`src/rtl/tx_fifo_buffer_pkg.sv`:
```
// Shared types and constants for the transmit FIFO / frame buffer.
// The frame FSM state and the FRAME_MODE encodings live here.
package tx_fifo_buffer_pkg;

  typedef enum logic {
    FILL  = 1'b0,
    DRAIN = 1'b1
  } frame_state_e;

  localparam int MODE_STREAM = 0;
  localparam int MODE_FRAME  = 1;

endpackage

```
`src/rtl/tx_buffer_mem.sv`:
```
// Word storage for the transmit buffer: one synchronous write port and
// one asynchronous read port, no reset on the array.
module tx_buffer_mem #(
  parameter int DATA_W = 8,
  parameter int ADDR_W = 2
) (
  input  logic              clk,
  input  logic              i_we,
  input  logic [ADDR_W-1:0] i_waddr,
  input  logic [DATA_W-1:0] i_wdata,
  input  logic [ADDR_W-1:0] i_raddr,
  output logic [DATA_W-1:0] o_rdata
);

  logic [DATA_W-1:0] r_mem [2**ADDR_W];

  always_ff @(posedge clk) begin
    if (i_we) r_mem[i_waddr] <= i_wdata;
  end

  assign o_rdata = r_mem[i_raddr];

endmodule

```
`src/rtl/tx_fifo_buffer.sv`:
```
// Transmit buffer: a first-word-fall-through stream FIFO, or (FRAME_MODE=1)
// an addressed frame buffer that fills by slot and then drains in order.
module tx_fifo_buffer
  import tx_fifo_buffer_pkg::*;
#(
  parameter int DATA_W     = 8,
  parameter int ADDR_W     = 2,
  parameter int FRAME_MODE = 0
) (
  input  logic              clk,
  input  logic              reset,
  input  logic              wr,
  input  logic [DATA_W-1:0] w_data,
  input  logic [ADDR_W-1:0] address,
  input  logic              commit,
  input  logic              rd,
  output logic [DATA_W-1:0] r_data,
  output logic              empty,
  output logic              full,
  output logic [ADDR_W:0]   count,
  output logic              overflow,
  output logic              underflow
);

  localparam int              DEPTH     = 2**ADDR_W;
  localparam logic [ADDR_W:0] DEPTH_CNT = (ADDR_W+1)'(DEPTH);
  localparam bit              IS_FRAME  = (FRAME_MODE == MODE_FRAME);

  frame_state_e      r_state;
  logic [ADDR_W-1:0] r_wPtr;
  logic [ADDR_W-1:0] r_rPtr;
  logic [ADDR_W:0]   r_count;
  logic [ADDR_W:0]   r_len;
  logic [DEPTH-1:0]  r_valid;
  logic              r_overflow;
  logic              r_underflow;

  logic              w_empty;
  logic              w_full;
  logic              w_wrAccept;
  logic              w_rdAccept;
  logic              w_startDrain;
  logic              w_lastRead;
  logic [ADDR_W-1:0] w_memWaddr;
  logic [DATA_W-1:0] w_memRdata;
  logic [DEPTH-1:0]  w_validNext;

  function automatic logic [ADDR_W:0] countOnes(input logic [DEPTH-1:0] v);
    logic [ADDR_W:0] n;
    n = '0;
    for (int i = 0; i < DEPTH; i++) n = n + (ADDR_W+1)'(v[i]);
    return n;
  endfunction

  // Frame length runs up to the highest written slot; lower holes read as zero.
  function automatic logic [ADDR_W:0] frameLen(input logic [DEPTH-1:0] v);
    logic [ADDR_W:0] n;
    n = '0;
    for (int i = 0; i < DEPTH; i++) begin
      if (v[i]) n = (ADDR_W+1)'(i + 1);
    end
    return n;
  endfunction

  always_comb begin
    w_empty     = 1'b1;
    w_full      = 1'b0;
    w_wrAccept  = 1'b0;
    w_rdAccept  = 1'b0;
    w_memWaddr  = r_wPtr;
    if (IS_FRAME) begin
      w_empty    = (r_state == FILL);
      w_full     = (r_state == DRAIN);
      w_wrAccept = wr && (r_state == FILL);
      w_rdAccept = rd && (r_state == DRAIN);
      w_memWaddr = address;
    end else begin
      w_empty    = (r_count == '0);
      w_full     = (r_count == DEPTH_CNT);
      w_wrAccept = wr && (!w_full || rd);
      w_rdAccept = rd && !w_empty;
    end
    w_validNext = r_valid;
    if (w_wrAccept) w_validNext[address] = 1'b1;
    w_startDrain = (r_state == FILL) && ((&r_valid) || (commit && (r_count != '0)));
    w_lastRead   = w_rdAccept && ({1'b0, r_rPtr} == (r_len - 1'b1));
  end

  always_ff @(posedge clk) begin
    if (reset) begin
      r_state     <= FILL;
      r_wPtr      <= '0;
      r_rPtr      <= '0;
      r_count     <= '0;
      r_len       <= '0;
      r_valid     <= '0;
      r_overflow  <= 1'b0;
      r_underflow <= 1'b0;
    end else begin
      r_overflow  <= wr && !w_wrAccept;
      r_underflow <= rd && !w_rdAccept;
      if (IS_FRAME) begin
        case (r_state)
          FILL: begin
            r_valid <= w_validNext;
            r_count <= countOnes(w_validNext);
            if (w_startDrain) begin
              r_state <= DRAIN;
              r_len   <= frameLen(w_validNext);
              r_rPtr  <= '0;
            end
          end
          DRAIN: begin
            if (w_lastRead) begin
              r_valid <= '0;
              r_count <= '0;
              r_state <= FILL;
            end else if (w_rdAccept) begin
              r_rPtr <= r_rPtr + 1'b1;
            end
          end
        endcase
      end else begin
        if (w_wrAccept) r_wPtr <= r_wPtr + 1'b1;
        if (w_rdAccept) r_rPtr <= r_rPtr + 1'b1;
        r_count <= r_count + (ADDR_W+1)'(w_wrAccept) - (ADDR_W+1)'(w_rdAccept);
      end
    end
  end

  tx_buffer_mem #(
    .DATA_W(DATA_W),
    .ADDR_W(ADDR_W)
  ) u_mem (
    .clk    (clk),
    .i_we   (w_wrAccept),
    .i_waddr(w_memWaddr),
    .i_wdata(w_data),
    .i_raddr(r_rPtr),
    .o_rdata(w_memRdata)
  );

  assign r_data    = (w_empty || (IS_FRAME && !r_valid[r_rPtr])) ? '0 : w_memRdata;
  assign empty     = w_empty;
  assign full      = w_full;
  assign count     = r_count;
  assign overflow  = r_overflow;
  assign underflow = r_underflow;

endmodule

```
`config.mk`:
```
export PLATFORM = sky130hd
export DESIGN_NAME = tx_fifo_buffer
export DESIGN_NICKNAME = d
export VERILOG_FILES = /design/src/rtl/tx_fifo_buffer_pkg.sv /design/src/rtl/tx_buffer_mem.sv /design/src/rtl/tx_fifo_buffer.sv
export SDC_FILE = /design/constraint.sdc
export NUM_CORES = 1
export LEC_CHECK = 0
export ABC_CLOCK_PERIOD_IN_PS = 2700
export CORE_MARGIN = 2
export CORE_UTILIZATION = 51
export CTS_CLUSTER_SIZE = 10
export DETAILED_ROUTE_END_ITERATION = 8
export PLACE_DENSITY = 0.77
export SYNTH_ARGS = -nofsm -noshare
export SYNTH_HDL_FRONTEND = slang
export SYNTH_HIERARCHICAL = 1
export SYNTH_SLANG_ARGS = --single-unit
```
`constraint.sdc`:
```
create_clock -name clk -period 2.7 [get_ports clk]
set_input_delay 0.27 -clock clk [delete_from_list [all_inputs] [get_ports clk]]
set_output_delay 0.27 -clock clk [all_outputs]
set_load 0.1 [all_outputs]
```
==> implementation parameters, run 1 <==
Parameter                              Value

Timing
  Share of the clock period used by the worst path after layout    0.8572
  Final Setup Violations    0
  Max Freq    approximately 0.43 GHz
  Final Hold Viols    0
  Worst clock skew on the final layout    5.269 ps
  Tmin final    2314 ps
  Tightest slew margin relative to the limit    0.5840
  Number of slew-limit violations in the final report    0
  Slew at the pin closest to its max-slew limit    623.2 ps
  Setup repair after global routing missed its margin    false

Global route
  First-pass GRT wire length    4367 um
  Maximum number of pins on one net before global-route repair    14
  Final global-route overflow total    0
  Total routing resource utilization after global routing    0.1741
  Number of antenna violations at the first check in global routing    0
  Vias in the first global route    910

Yosys
  Post-synthesis sequential element count    41
  Post-synth cell types    28
  Post-synthesis sequential area ratio    0.6801
  Average size of a mapped cell    17.12 sq um
  Yosys Warn Count    6
  Synthesized Nets    116
  Cells after Synth    a little under 100
  Post-Syn Area    between 1500 and 2000 sq um

Floorplan
  Die span in x    61.36 um
  Die Span Y    61.36 um
  Initial core utilization    0.5407
  Core area    3103 sq um
  Die area    3764 sq um
  IO Count    30
  Standard-cell row count    20

Clock tree
  Inserted Clock Buffers    5
  Post-CTS Setup Bufs    0
  CTS hold repair buffers    0
  Buffers from clock root to sink, at most    2
  Clock tree from TritonCTS    yes
  Clock net sink count    41
  Skew-Pair Late Insertion Delay    350 ps
  Clock input transition at the sequential cells of the worst setup and hold paths    120 ps
  CTS H-tree lvls    2
  Post-CTS resize count    0
  CTS Root Buffer Type    clkbuf_4

Run
  Maximum capacitance violations    0

Finish
  Fill count    between 200 and 250
  Number of nets in the final layout    147
  Synth-to-Final Area Change    29.23%
  Register area    1145 sq um
  Multi-input gate area in the final layout    between 400 and 500 sq um
  Number of diodes    0
  Post-route core utilization    0.6988
  Share of final-layout standard cells stronger than drive strength 1    0.3462

Drt
  Post-detailed-route DRC marker count    0
  Detailed-routing iteration count for the pre-antenna-repair pass    4
  DR WL/cell    16.09 um
  Total Routed Length    2799 um
  Via count    slightly above 900
  Number of nets with antenna violations after routing    0
  Via density per instance    5.253
  Initial DRC Count    24

Placement
  Routability cong.    between 0.7 and 0.8
  Port Buffers    26

Min path
  Kind of path behind the tightest hold check    input pin to flop

Worst setup path
  Sort of element at the end of the critical path    output port
  Startpoint-to-endpoint class of the critical path    flop to output port
  Critical Path RT    2430 ps
  Highest net fanout along the worst path    10
  WP data arrival    2040 ps
  Launching element type of the critical path    flop
  Register-to-register setup slack    520 ps

Run status
  Run status    completed
## area by class of cell
cell class	count	area share
inverter	6	0.01039
timing repair buffer	28	0.1616
clock buffer	5	0.01731
clock inverter	3	0.03001
multi-input combinational	47	0.2274
tap	44	0.02539
sequential	41	0.5280
## worst max-delay path, cell delays in order (launching register included)
cell,delay [ps]
dfxtp_1,740
mux4_2,600
nor2b_1,180
buf_12,170
## registers in the layout (all words and copies together), names as in the netlist
register     count
count            3
overflow         1
r_rPtr           2
r_wPtr           2
u_mem/r_mem     32
underflow        1
## cells in the mapped netlist
| master | count | area share |
|---|---|---|
| and3b_1 | 3 | 0.016 |
| inv_2 | 1 | 0.0022 |
| nand2_1 | 1 | 0.0022 |
| dfxtp_1 | 9 | 0.11 |
| o21ai_2 | 1 | 0.0052 |
| xnor2_1 | 2 | 0.010 |
| or3_1 | 1 | 0.0037 |
| mux2_4 | 2 | 0.018 |
| o211a_1 | 1 | 0.0060 |
| nor2_1 | 4 | 0.0089 |
| inv_1 | 5 | 0.011 |
| nor2b_1 | 12 | 0.045 |
| a21oi_1 | 1 | 0.0030 |
| edfxtp_1 | 32 | 0.57 |
| fa_1 | 1 | 0.012 |
| o21ai_0 | 1 | 0.0030 |
| clkbuf_2 | 1 | 0.0030 |
| mux4_2 | 8 | 0.11 |
| nor4b_1 | 1 | 0.0052 |
| nor3b_1 | 1 | 0.0045 |
| ha_1 | 2 | 0.015 |
| clkbuf_1 | 1 | 0.0022 |
| or3b_4 | 1 | 0.0067 |
| and3_1 | 1 | 0.0037 |
| nor3_1 | 1 | 0.0030 |
| buf_6 | 2 | 0.013 |
| xor2_1 | 1 | 0.0052 |
| o31ai_1 | 1 | 0.0045 |
## metal layers
| metal | vias to the layer above | track usage | share of wire |
|---|---|---|---|
| li1 | 433 | - | - |
| met1 | 453 | 0.2097 | 0.43 |
| met2 | 20 | 0.2948 | 0.52 |
| met3 | 8 | 0.03782 | 0.036 |
| met4 | 0 | 0.09119 | 0.020 |
| met5 | - | 0 | 0 |
## worst paths after layout
kind                       end  depth (start not counted)      start
max                  r_data[5]                          3  r_rPtr[0]
min          u_mem/r_mem[1][2]                          1  w_data[2]
max reg2reg           count[2]                          9   count[2]
min reg2reg           count[2]                          2   count[1]
## kinds of logic after synthesis
family / after synthesis / synth area share
compound gates: 5 / 0.02162
xor+xnor: 3 / 0.01566
fa+ha+maj: 3 / 0.02684
buf+inv: 10 / 0.03206
flops: 41 / 0.6801
mux: 10 / 0.1253
simple gates: 26 / 0.09843
## layout by cell type (no fill, tap or decap)
| cell | Yosys | layout |
|---|---|---|
| clkdlybuf4s50_1 | 0 | 11 |
| and3_1 | 1 | 1 |
| o31ai_1 | 1 | 1 |
| mux2_4 | 2 | 2 |
| o211a_1 | 1 | 1 |
| nand2_1 | 1 | 1 |
| inv_2 | 1 | 1 |
| o21ai_0 | 1 | 1 |
| xnor2_1 | 2 | 2 |
| o21ai_2 | 1 | 1 |
| fa_1 | 1 | 1 |
| inv_1 | 5 | 5 |
| xor2_1 | 1 | 1 |
| and3b_1 | 3 | 3 |
| buf_12 | 0 | 9 |
| edfxtp_1 | 32 | 32 |
| nor2b_1 | 12 | 8 |
| clkinv_2 | 0 | 1 |
| nor2b_2 | 0 | 4 |
| nor2_1 | 4 | 4 |
| clkbuf_4 | 0 | 5 |
| or3_1 | 1 | 1 |
| nor3b_1 | 1 | 1 |
| bufinv_16 | 0 | 2 |
| dfxtp_1 | 9 | 6 |
| dfxtp_2 | 0 | 3 |
| nor3_1 | 1 | 1 |
| or3b_4 | 1 | 1 |
| buf_4 | 0 | 8 |
| a21oi_1 | 1 | 1 |
| ha_1 | 2 | 2 |
| mux4_2 | 8 | 8 |
| nor4b_1 | 1 | 1 |
## metrics by stage
step	instances	hold slack (ps)	TNS, ps	area (sq um)	worst slack, ps
after detailed placement	166	558.9	0	2066	296.8
after CTS	174	533.1	0	2168	341.1
after floorplan	98	346.7	-1486	1693	-371.4
after global routing	174	554.1	0	2168	251.0
after global placement	166	544.2	0	2066	312.4
final	174	548.7	0	2168	385.6
Power of run 1 is not shown: default switching activity piles up to over one toggle a cycle in this logic, so the estimate is an artifact.
==> run 2: changes to the inputs <==
--- a/config.mk
+++ b/config.mk
@@ -6,12 +6,11 @@
 export NUM_CORES = 1
 export LEC_CHECK = 0
 export ABC_CLOCK_PERIOD_IN_PS = 2700
-export CORE_MARGIN = 2
+export CORE_MARGIN = 3
 export CORE_UTILIZATION = 51
 export CTS_CLUSTER_SIZE = 10
 export DETAILED_ROUTE_END_ITERATION = 8
-export PLACE_DENSITY = 0.77
+export PLACE_DENSITY = 0.76
 export SYNTH_ARGS = -nofsm -noshare
 export SYNTH_HDL_FRONTEND = slang
-export SYNTH_HIERARCHICAL = 1
 export SYNTH_SLANG_ARGS = --single-unit
==> run 2 against run 1 <==
  * Clock-buffer cell count up 2
  * Critical path depth up 7
  * Synthesized area up 4.5%
  * Wire length up 4.5%
  * Design area up 0.87%
  * Clock skew up 9.1 ps
  * Setup slack better by 35 ps
  * Flip-flop and latch count up 2
  * Core utilization down 1.1 points
  * Sequential share of layout area up 1.4 points
  * Via count up 1.8%
  * Largest cell class unchanged
==> implementation parameters, run 2 <==
Parameter                              Value

Run status
  Run status    completed

Yosys
  List of most frequent post-synthesis cells    edfxtp_1 (32), dfxtp_1 (11), nor2b_1 (10)
  Post-synth cell types    26 (-7.1%)
  Synthesized Nets    128 (+10%)
  Average size of a mapped cell    16.55 sq um (-3.3%)
  Post-synthesis simple-gate area fraction    0.09558 (-0.002856)
  Yosys Warn Count    0 (-6)
  Cells after Synth    106 (+8.2%)
  Synth Flop Type    edfxtp_1
  Adder-cell share of the synthesized area    0.05421 (+0.02736)
  Most common cell in the synthesized netlist    edfxtp_1
  Post-Syn Area    1754 sq um (+4.5%)
  Synth top area share    0.5478 (-0.02492)
  Post-synthesis sequential area ratio    0.6733 (-0.006766)
  Biggest area contributors in the synthesized netlist    edfxtp_1 (55%), dfxtp_1 (13%), mux4_2 (10%), ha_1 (4.3%), nor2b_1 (3.6%)
  Main combinational cell family by area after synthesis    multiplexers
  Post-synth top area cell    edfxtp_1
  EDFF count, synth    32 (unchanged)
  Mux share of post-synthesis cell area    0.1170 (-0.008304)
  Xor/xnor share of the synthesized area    0.01498 (-0.0006814)
  Fraction of registers with async set/reset    0 (unchanged)
  Synthesized-area fraction occupied by ao, oa, aoi and oai cells    0.01854 (-0.003081)
  Post-synthesis sequential element count    43 (+4.9%)

Global route
  Maximum number of pins on one net before global-route repair    14 (unchanged)
  First-pass GRT wire length    4864 um (+11%)
  Vias in the first global route    981 (+7.8%)
  Number of antenna violations at the first check in global routing    0 (unchanged)
  Final global-route overflow total    0 (unchanged)
  Total routing resource utilization after global routing    0.1606 (-0.01349)

Worst setup path
  Critical Path RT    2920 ps (+490 ps)
  Launching element type of the critical path    flop
  Worst flop-to-flop path startpoint    count[2]
  Highest net fanout along the worst path    7 (-3)
  Length in cells of the worst reg-to-reg path    10 (+1)
  Register-to-register setup slack    420 ps (-100 ps)
  Worst setup path startpoint    count[2]
  Startpoint-to-endpoint class of the critical path    flop to flop
  WP data arrival    2500 ps (+460 ps)
  Sort of element at the end of the critical path    flop

Drt
  Number of nets with antenna violations after routing    0 (unchanged)
  DR WL/cell    16.15 um (+0.43%)
  Total Routed Length    2924 um (+4.5%)
  Via density per instance    5.138 (-2.2%)
  Initial DRC Count    27 (+13%)
  Detailed-routing iteration count for the pre-antenna-repair pass    4 (unchanged)
  Post-detailed-route DRC marker count    0 (unchanged)
  Via count    930 (+1.8%)

Placement
  Half-perimeter wire length after detailed placement    2045 um
  Routability cong.    0.7276 (-0.70%)
  Port Buffers    26 (unchanged)

Clock tree
  Skew-Pair Late Insertion Delay    340 ps (about the same)
  Clock net sink count    43 (+4.9%)
  Post-CTS resize count    0 (unchanged)
  Clock tree from TritonCTS    yes
  Clock input transition at the sequential cells of the worst setup and hold paths    100 ps (-20 ps)
  Post-CTS Setup Bufs    0 (unchanged)
  Inserted Clock Buffers    5 (unchanged)
  Buffers from clock root to sink, at most    2 (unchanged)
  CTS H-tree lvls    2 (unchanged)
  CTS hold repair buffers    0 (unchanged)
  CTS Root Buffer Type    clkbuf_4

Timing
  Tightest slew margin relative to the limit    0.6289 (+0.04491)
  Final-layout setup total negative slack    0 ps (unchanged)
  Tmin final    2279 ps (-35.13 ps)
  Slew at the pin closest to its max-slew limit    555.9 ps (-67.27 ps)
  Number of slew-limit violations in the final report    0 (unchanged)
  Max Freq    0.4387 GHz (+1.5%)
  Setup repair after global routing missed its margin    false
  Final Hold Viols    0 (unchanged)
  Share of the clock period used by the worst path after layout    0.8442 (-0.01301)
  Worst clock skew on the final layout    14.35 ps (+9.085 ps)
  Final Setup Violations    0 (unchanged)

Floorplan
  Core area    3178 sq um (+2.4%)
  Standard-cell row count    20 (unchanged)
  Initial core utilization    0.5520 (+0.01124)
  Die Span Y    64.65 um (+5.4%)
  IO Count    30 (unchanged)
  Die area    4179 sq um (+11%)
  Die span in x    64.65 um (+5.4%)

Finish
  Synth-to-Final Area Change    24.68%
  Share of final-layout standard cells stronger than drive strength 1    0.3212 (-0.02499)
  Number of nets in the final layout    158 (+7.5%)
  Fill count    238 (+8.2%)
  Most common cell after layout, fill and taps aside    edfxtp_1
  Flip-flop count of the largest register after layout    32 (unchanged)
  Number of diodes    0 (unchanged)
  Multi-input gate area in the final layout    536.8 sq um (+8.9%)
  Top reg by flops    u_mem.r_mem
  Register area    1185 sq um (+3.5%)
  Leading cell types in the layout, fill and taps excluded    edfxtp_1 (32), clkdlybuf4s50_1 (11), buf_4 (10)

Min path
  Startpoint of the most critical hold path    r_rPtr[1]
  Hold path cells    2 (+1)
  Kind of path behind the tightest hold check    flop to flop

Run
  Maximum capacitance violations    0 (unchanged)
## run 2: changes by cell type in the layout (fill, tap and decap cells not counted), moves of 3 or more
cell / change
and2_2: +4
buf_12: -3
ha_1: +4
inv_1: +3
## run 2: worst max-delay path: stages (launching register included)
cell	delay, ps
dfxtp_2	380
or3b_4	410
o21a_4	240
inv_1	60
ha_1	110
inv_1	40
ha_1	180
fa_1	390
xnor2_1	180
xnor2_1	130
nor2_1	50
## run 2: metal layers
metal	GRT usage	vias up	wire length [um]
met5	0	-	0
met4	0.03958	0	25
met3	0.05719	4	142
met2	0.2693	23	1551
met1	0.1993	460	1205
li1	-	443	-
## run 2: worst paths after layout
check                                end
worst min-delay path                flop
worst min register to register      flop
worst max-delay path            count[2]
worst max register to register  count[2]
## run 2: final cells by class
cell class,instances,area share
inverters,8,0.01373
flip-flops and latches,43,0.5418
clock inverters,1,0.01373
clock buffers,7,0.02059
well taps,44,0.02517
multi-input cells,51,0.2454
repair buffers,27,0.1396
## run 2: stage by stage
| step | instances | hold WS, ps | area [sq um] | worst slack (ps) | utilization |
|---|---|---|---|---|---|
| finish | 181 | 513.9 | 2187 | 420.7 | 0.6882 |
| global placement | 173 | 471.1 | 2112 | 290.9 | 0.6646 |
| global route | 181 | 526.0 | 2187 | 253.6 | 0.6882 |
| floorplan | 106 | 346.5 | 1769 | -357.0 | - |
| detailed placement | 173 | 485.5 | 2112 | 229.4 | 0.6646 |
| CTS | 181 | 506.3 | 2187 | 387.9 | 0.6882 |
## run 2: kinds of logic (layout without fill, tap and decap cells)
logic type	count (synthesis)	in the layout
AOI/OAI and AO/OA	4	4
xor gates and xnor gates	3	3
adders and majority gates	7	7
buffers and inverters	12	43
DFF	43	43
muxes	10	10
and+or+nand+nor	27	27
Power of run 2 is left out for the same reason.
